File: src/rtl/lsu_wb_stage.sv
// lsu_wb_stage: memory/writeback stage. Issues loads/stores on a req/ack bus,
// stalls upstream while an access is outstanding, aligns/extends load data and
// drives registered register-file write signals.
// Optional feature: define MISALIGN_TRAP_EN to trap misaligned half/word
// accesses instead of forcing them aligned.
module lsu_wb_stage #(
   parameter int unsigned TIMEOUT_CYCLES = 16,
   parameter int unsigned CNT_W          = 5
) (
   input  logic        clk,
   input  logic        rst,
   input  logic        reg_wr,
   input  logic        wr_en,
   input  logic        rd_en,
   input  logic [1:0]  wb_sel,
   input  logic [2:0]  funct3,
   input  logic [4:0]  rd_addr,
   input  logic [31:0] alu_result,
   input  logic [31:0] rs2_data,
   input  logic [31:0] pc,
   output logic        mem_req,
   output logic        mem_we,
   output logic [31:0] mem_addr,
   output logic [3:0]  mem_be,
   output logic [31:0] mem_wdata,
   input  logic [31:0] mem_rdata,
   input  logic        mem_ack,
   output logic        stall,
   output logic        rf_we,
   output logic [4:0]  rf_waddr,
   output logic [31:0] rf_wdata,
   output logic        bus_err,
   output logic        misalign_trap
);

   typedef enum logic {
      S_IDLE,
      S_BUSY
   } state_t;

   localparam logic [CNT_W-1:0] CNT_LAST = CNT_W'(TIMEOUT_CYCLES - 1);

   state_t           state_q, state_d;
   logic             mem_req_q, mem_req_d;
   logic             mem_we_q, mem_we_d;
   logic [3:0]       mem_be_q, mem_be_d;
   logic [31:0]      mem_wdata_q, mem_wdata_d;
   logic             rf_we_q, rf_we_d;
   logic [4:0]       rf_waddr_q, rf_waddr_d;
   logic [31:0]      rf_wdata_q, rf_wdata_d;
   logic             bus_err_q, bus_err_d;
   logic             misalign_trap_q, misalign_trap_d;
   logic [CNT_W-1:0] cnt_q, cnt_d;
   // captured instruction context for the outstanding access
   logic [31:0]      addr_q, addr_d;
   logic [31:0]      pc4_q, pc4_d;
   logic [2:0]       funct3_q, funct3_d;
   logic [4:0]       rd_q, rd_d;
   logic             reg_wr_q, reg_wr_d;
   logic [1:0]       wb_sel_q, wb_sel_d;
   logic             is_load_q, is_load_d;
   logic             stall_c;
   logic             trap_hit;

   // effective byte offset: half forces a[0]=0, word forces a=00
   function automatic logic [1:0] eff_off(input logic [1:0] sz, input logic [1:0] a);
      case (sz)
         2'b00:   return a;
         2'b01:   return {a[1], 1'b0};
         default: return 2'b00;
      endcase
   endfunction

   function automatic logic [3:0] store_be(input logic [1:0] sz, input logic [1:0] off);
      case (sz)
         2'b00:   return 4'b0001 << off;
         2'b01:   return 4'b0011 << off;
         default: return 4'b1111;
      endcase
   endfunction

   function automatic logic [31:0] store_data(input logic [1:0] sz, input logic [31:0] d);
      case (sz)
         2'b00:   return {4{d[7:0]}};
         2'b01:   return {2{d[15:0]}};
         default: return d;
      endcase
   endfunction

   function automatic logic [31:0] load_data(input logic [2:0] f3, input logic [1:0] off,
                                             input logic [31:0] d);
      logic [7:0]  b;
      logic [15:0] h;
      b = d[{off, 3'b000} +: 8];
      h = d[{off[1], 4'b0000} +: 16];
      case (f3)
         3'b000:  return {{24{b[7]}}, b};
         3'b100:  return {24'h0, b};
         3'b001:  return {{16{h[15]}}, h};
         3'b101:  return {16'h0, h};
         default: return d;
      endcase
   endfunction

   function automatic logic [31:0] wb_val(input logic [1:0] sel, input logic [31:0] alu,
                                          input logic [31:0] pc4, input logic [31:0] ld);
      case (sel)
         2'b01:   return ld;
         2'b10:   return pc4;
         default: return alu;
      endcase
   endfunction

`ifdef MISALIGN_TRAP_EN
   function automatic logic misaligned(input logic [1:0] sz, input logic [1:0] a);
      return ((sz == 2'b01) && a[0]) || (sz[1] && (a != 2'b00));
   endfunction

   assign trap_hit = misaligned(funct3[1:0], alu_result[1:0]);
`else
   assign trap_hit = 1'b0;
`endif

   // next-state, bus and writeback computation
   always_comb begin
      state_d         = state_q;
      mem_req_d       = mem_req_q;
      mem_we_d        = mem_we_q;
      mem_be_d        = mem_be_q;
      mem_wdata_d     = mem_wdata_q;
      rf_we_d         = rf_we_q;
      rf_waddr_d      = rf_waddr_q;
      rf_wdata_d      = rf_wdata_q;
      bus_err_d       = 1'b0;
      misalign_trap_d = 1'b0;
      cnt_d           = cnt_q;
      addr_d          = addr_q;
      pc4_d           = pc4_q;
      funct3_d        = funct3_q;
      rd_d            = rd_q;
      reg_wr_d        = reg_wr_q;
      wb_sel_d        = wb_sel_q;
      is_load_d       = is_load_q;
      stall_c         = 1'b0;
      case (state_q)
         S_IDLE: begin
            if ((wr_en || rd_en) && trap_hit) begin
               misalign_trap_d = 1'b1;
               rf_we_d         = 1'b0;
            end else if (wr_en || rd_en) begin
               stall_c     = 1'b1;
               addr_d      = alu_result;
               pc4_d       = pc + 32'd4;
               funct3_d    = funct3;
               rd_d        = rd_addr;
               reg_wr_d    = reg_wr;
               wb_sel_d    = wb_sel;
               is_load_d   = !wr_en;
               mem_req_d   = 1'b1;
               mem_we_d    = wr_en;
               mem_be_d    = store_be(funct3[1:0], eff_off(funct3[1:0], alu_result[1:0]));
               mem_wdata_d = store_data(funct3[1:0], rs2_data);
               rf_we_d     = 1'b0;
               cnt_d       = '0;
               state_d     = S_BUSY;
            end else begin
               rf_we_d    = reg_wr && (rd_addr != '0);
               rf_waddr_d = rd_addr;
               rf_wdata_d = wb_val(wb_sel, alu_result, pc + 32'd4, 32'h0);
            end
         end
         S_BUSY: begin
            if (mem_ack) begin
               mem_req_d = 1'b0;
               state_d   = S_IDLE;
               if (is_load_q) begin
                  rf_we_d    = reg_wr_q && (rd_q != '0);
                  rf_waddr_d = rd_q;
                  rf_wdata_d = wb_val(wb_sel_q, addr_q, pc4_q,
                                      load_data(funct3_q, eff_off(funct3_q[1:0], addr_q[1:0]),
                                                mem_rdata));
               end else begin
                  rf_we_d = 1'b0;
               end
            end else if (cnt_q == CNT_LAST) begin
               mem_req_d = 1'b0;
               bus_err_d = 1'b1;
               rf_we_d   = 1'b0;
               state_d   = S_IDLE;
            end else begin
               stall_c = 1'b1;
               cnt_d   = cnt_q + CNT_W'(1);
            end
         end
         default: state_d = S_IDLE;
      endcase
   end

   // stall is forced low while reset is held so upstream is released at once
   assign stall         = stall_c && !rst;
   assign mem_req       = mem_req_q;
   assign mem_we        = mem_we_q;
   assign mem_addr      = {addr_q[31:2], 2'b00};
   assign mem_be        = mem_be_q;
   assign mem_wdata     = mem_wdata_q;
   assign rf_we         = rf_we_q;
   assign rf_waddr      = rf_waddr_q;
   assign rf_wdata      = rf_wdata_q;
   assign bus_err       = bus_err_q;
   assign misalign_trap = misalign_trap_q;

   // state and registered outputs, asynchronously cleared
   always_ff @(posedge clk or posedge rst) begin
      if (rst) begin
         state_q         <= S_IDLE;
         mem_req_q       <= 1'b0;
         mem_we_q        <= 1'b0;
         mem_be_q        <= '0;
         mem_wdata_q     <= '0;
         rf_we_q         <= 1'b0;
         rf_waddr_q      <= '0;
         rf_wdata_q      <= '0;
         bus_err_q       <= 1'b0;
         misalign_trap_q <= 1'b0;
         cnt_q           <= '0;
         addr_q          <= '0;
         pc4_q           <= '0;
         funct3_q        <= '0;
         rd_q            <= '0;
         reg_wr_q        <= 1'b0;
         wb_sel_q        <= '0;
         is_load_q       <= 1'b0;
      end else begin
         state_q         <= state_d;
         mem_req_q       <= mem_req_d;
         mem_we_q        <= mem_we_d;
         mem_be_q        <= mem_be_d;
         mem_wdata_q     <= mem_wdata_d;
         rf_we_q         <= rf_we_d;
         rf_waddr_q      <= rf_waddr_d;
         rf_wdata_q      <= rf_wdata_d;
         bus_err_q       <= bus_err_d;
         misalign_trap_q <= misalign_trap_d;
         cnt_q           <= cnt_d;
         addr_q          <= addr_d;
         pc4_q           <= pc4_d;
         funct3_q        <= funct3_d;
         rd_q            <= rd_d;
         reg_wr_q        <= reg_wr_d;
         wb_sel_q        <= wb_sel_d;
         is_load_q       <= is_load_d;
      end
   end

endmodule

File: config.mk
export PLATFORM = sky130hd
export DESIGN_NAME = lsu_wb_stage
export DESIGN_NICKNAME = d
export VERILOG_FILES = /design/src/rtl/lsu_wb_stage.sv
export SDC_FILE = /design/constraint.sdc
export NUM_CORES = 1
export LEC_CHECK = 0
export CORE_MARGIN = 2
export CORE_UTILIZATION = 49
export DETAILED_ROUTE_END_ITERATION = 8
export PLACE_DENSITY_LB_ADDON = 0.25
export SKIP_CTS_REPAIR_TIMING = 1
export SLEW_MARGIN = 15
export SYNTH_ARGS = -nofsm -noshare
export SYNTH_HDL_FRONTEND = slang
export SYNTH_SLANG_ARGS = --single-unit
File: constraint.sdc
create_clock -name clk -period 6.99 [get_ports clk]
set_clock_uncertainty 0.05 [all_clocks]
set_input_delay 1.7475 -clock clk [delete_from_list [all_inputs] [get_ports clk]]
set_output_delay 1.7475 -clock clk [all_outputs]
set_load 0.05 [all_outputs]
==> out/summary.md <==
### Floorplanning
- 18000 µm² — placeable core region
- 49 — row count
- 0.501 — effective utilization at floorplan
- 139 µm — die width
- 19500 µm² — die outline area
- 139 µm — die outline height
- 255 — number of primary I/O pins

### STA
- 179 MHz — achievable frequency
- 0 ns — Setup TNS Final
- 0 — Finish-stage setup viols
- 1.13 ns — actual transition at the worst max-transition pin
- 0.248 — worst relative slew slack
- false — setup repair after global routing missed its margin
- 0.799 — part of the cycle the worst path needs
- 5.59 ns — shortest period the worst path allows
- 0 — hold violation total from the final report
- 0 — final slew viol count

### CTS
- done — TritonCTS clock tree
- 0.42 ns — clk_lat worst skew
- 2 — clock tree buffer depth
- 17 — clock buffer count from CTS
- 0.06 ns — clock-pin slew of the registers on the worst-case setup and hold paths
- sky130_fd_sc_hd__clkbuf_16 — root cell of the clock tree
- 4 — level count of the clock H-tree
- 159 — clock tree sinks

### Setup path
- input pin to primary output — critical path class
- 3.79 ns — critical path data arrival time
- 6 — largest driver fanout on the critical path
- primary output — CP endpoint kind
- 6 — depth of the worst register-to-register path
- stall — endpoint of the worst setup timing path
- funct3_q[1] — startpoint of the most critical register-to-register path
- 5.19 ns — Worst EP required
- 4.13 ns — setup slack, reg-to-reg
- mem_ack — worst setup path startpoint
- input pin — crit path launch type
- rf_wdata[16] — destination of the worst register-to-register timing path

### Place
- 0.942 — Final GP Congestion
- 1473 — cell count after placement
- 251 — PortBufs
- 11400 µm² — instance area at placement
- 20900 µm — detailed placer's ending HPWL

### Cells and area
- 0 — number of antenna cells inserted
- 12000 µm² — total non-filler cell area in the finished layout
- 33.4% — layout overhead on the synthesized area
- 1413 — fin nets
- 1503 — fin cells
- 1512 — total of fill cells in the finished design
- 0.0471 — layout cells sized above 1

### Power
- 429 nW/µm² — power per standard cell area
- 5.15 mW — overall power
- 241 µV — worst vdd ir
- 5.07 nW — Leakage Power

### Detailed routing
- 0 — Post-route DRC
- 5.92 — routed via count divided by cell count
- 20.2 µm — wire length per cell after detailed routing
- 8891 — vias after detailed routing
- 948 — initial DRC count
- 6 — number of iterations in the first detailed-routing pass
- 0 — antenna-violating nets left
- 30300 µm — Routed WL

### Synthesis
- sky130_fd_sc_hd__dfrtp_1 44%, sky130_fd_sc_hd__nand2_1 11%, sky130_fd_sc_hd__o21ai_0 6.4% — top post-synthesis cells by area
- 8990 µm² — netlist area before placement
- sky130_fd_sc_hd__dfrtp_1 — library cell with the largest summed area after synthesis
- 0.442 — proportion of netlist area held by the largest area contributor
- 0 — number of synthesized flops with an enable pin
- 8.30 µm² — average footprint of a synthesized cell
- 0.442 — share of the yosys chip area belonging to registers
- 61 — Unique masters post-synth
- sky130_fd_sc_hd__dfrtp_1 — most used flip-flop cell after synthesis
- 159 — register bit count reported by yosys
- 1084 — gate count after technology mapping
- 0 — synth warn
- 1.00 — share of synthesized flip-flops with an asynchronous set or reset

### Global routing
- 166 — pin count of the biggest net entering global routing
- 0 — initial antenna violation count
- 47300 µm — global-route wire length before repair
- 0 — Congestion Overflow GR
- 0.310 — global routing usage summed across all routing layers
- 8574 — number of global-route vias before repair

### Job
- 0 — max_cap viols

### Min path
- 2 — hold path cells
- register to register — worst hold-check path type

### Status
- completed — outcome

==> power by group <==
part,internal (mW),leakage (nW),switching (mW),total (mW)
Clock,0.579,0.293,0.379,0.959
Combinational,0.869,2.83,1.80,2.67
Sequential,1.26,1.95,0.262,1.52
==> cell usage after synthesis, drive strengths merged, types with 3 or more instances <==
cell	instances
inv	16
buf	48
or3b	3
a2bb2oi	6
nor3b	3
or3	4
a22o	3
a31o	8
o22ai	6
xor2	18
nor3	15
o221ai	9
nand4	21
and3	12
mux2i	39
o21ai	137
o21a	6
a221oi	6
mux2	3
nor2	44
a21oi	68
ha	6
nand3	30
nand2	264
o211ai	11
a31oi	13
nand2b	19
nor2b	4
a22oi	7
xnor2	11
clkbuf	58
dfrtp	159
==> cells in the final DEF (no fill, tap or decap), types with 9 or more instances in the layout <==
cell type,netlist,routed
sky130_fd_sc_hd__inv_1,14,13
sky130_fd_sc_hd__clkbuf_16,0,17
sky130_fd_sc_hd__o211ai_1,11,11
sky130_fd_sc_hd__nand2b_1,18,18
sky130_fd_sc_hd__o21ai_1,22,21
sky130_fd_sc_hd__a31oi_1,13,13
sky130_fd_sc_hd__nand4_1,20,20
sky130_fd_sc_hd__a21oi_1,68,68
sky130_fd_sc_hd__buf_4,34,12
sky130_fd_sc_hd__nand2_1,264,264
sky130_fd_sc_hd__nor2_1,44,42
sky130_fd_sc_hd__nand3_1,30,30
sky130_fd_sc_hd__o21ai_0,115,115
sky130_fd_sc_hd__xor2_1,18,18
sky130_fd_sc_hd__mux2i_1,39,39
sky130_fd_sc_hd__dfrtp_1,159,159
sky130_fd_sc_hd__o221ai_1,9,9
sky130_fd_sc_hd__xnor2_1,11,11
sky130_fd_sc_hd__nor3_1,14,13
sky130_fd_sc_hd__and3_1,12,12
sky130_fd_sc_hd__clkdlybuf4s50_1,0,251
==> stage by stage <==
step	setup WS, ns	util	hold WS (ns)
3_5_place_dp	1.41	0.635	0.413
5_1_grt	1.28	0.668	0.445
6_report	1.40	0.668	0.427
2_1_floorplan	0.901	-	0.392
4_1_cts	1.42	0.668	0.429
3_3_place_gp	1.42	0.635	0.408
==> layer usage <==
| layer | part of all wire | track usage |
|---|---|---|
| met1 | 0.39 | 0.410 |
| met4 | 0.038 | 0.135 |
| met5 | 0.0014 | 0.0150 |
| met2 | 0.45 | 0.470 |
| met3 | 0.12 | 0.0977 |
==> registers in the layout, summed over array words and instances (netlist names) <==
signal and flops:
funct3_q 3, mem_wdata 32, rf_we 1, addr_q 32
bus_err 1, rf_waddr 5, is_load_q 1, pc4_q 32
reg_wr_q 1, cnt_q 5, mem_we 1, mem_be 4
rd_q 5, rf_wdata 32, state_q 1, mem_req 1
wb_sel_q 2
==> area by class of cell <==
type	instances	area (µm²)	share of cell area
Clock buffer	21	460	0.0384
Clock inverter	9	135	0.0113
Inverter	17	68.8	0.00574
Multi-Input combinational cell	804	4450	0.371
Sequential cell	159	3980	0.332
Tap cell	229	287	0.0239
Timing Repair Buffer	264	2620	0.219
==> how the worst min path moves through the flow <==
stage            startpoint      endpoint  slack (ns)
2_1_floorplan     pc4_q[15]     pc4_q[15]        0.39
3_3_place_gp   mem_wdata[1]  mem_wdata[1]        0.41
3_5_place_dp       pc4_q[3]      pc4_q[3]        0.41
4_1_cts            pc4_q[3]      pc4_q[3]        0.43
5_1_grt        mem_wdata[7]  mem_wdata[7]        0.44
6_report           reg_wr_q      reg_wr_q        0.43
==> worst max-delay path, stage by stage <==
cell and delay (ns):
sky130_fd_sc_hd__clkdlybuf4s50_1 0.49, sky130_fd_sc_hd__nor3_1 0.44, sky130_fd_sc_hd__nor2_1 0.19, sky130_fd_sc_hd__nor2_1 0.12, sky130_fd_sc_hd__clkdlybuf4s50_1 0.80
==> cells by family (layout without fill, tap and decap cells) <==
family,Yosys count,count (layout),share of synthesized area
and+or+nand+nor,428,428,0.211
AOI/OAI and AO/OA,296,296,0.195
DFF,159,159,0.442
buffers and inverters,123,311,0.0670
muxes,42,42,0.0476
xor gates and xnor gates,29,29,0.0282
adders and majority gates,6,6,0.00835
other,1,3,0.000417
No activity file was read; power rests on OpenSTA's default activity.
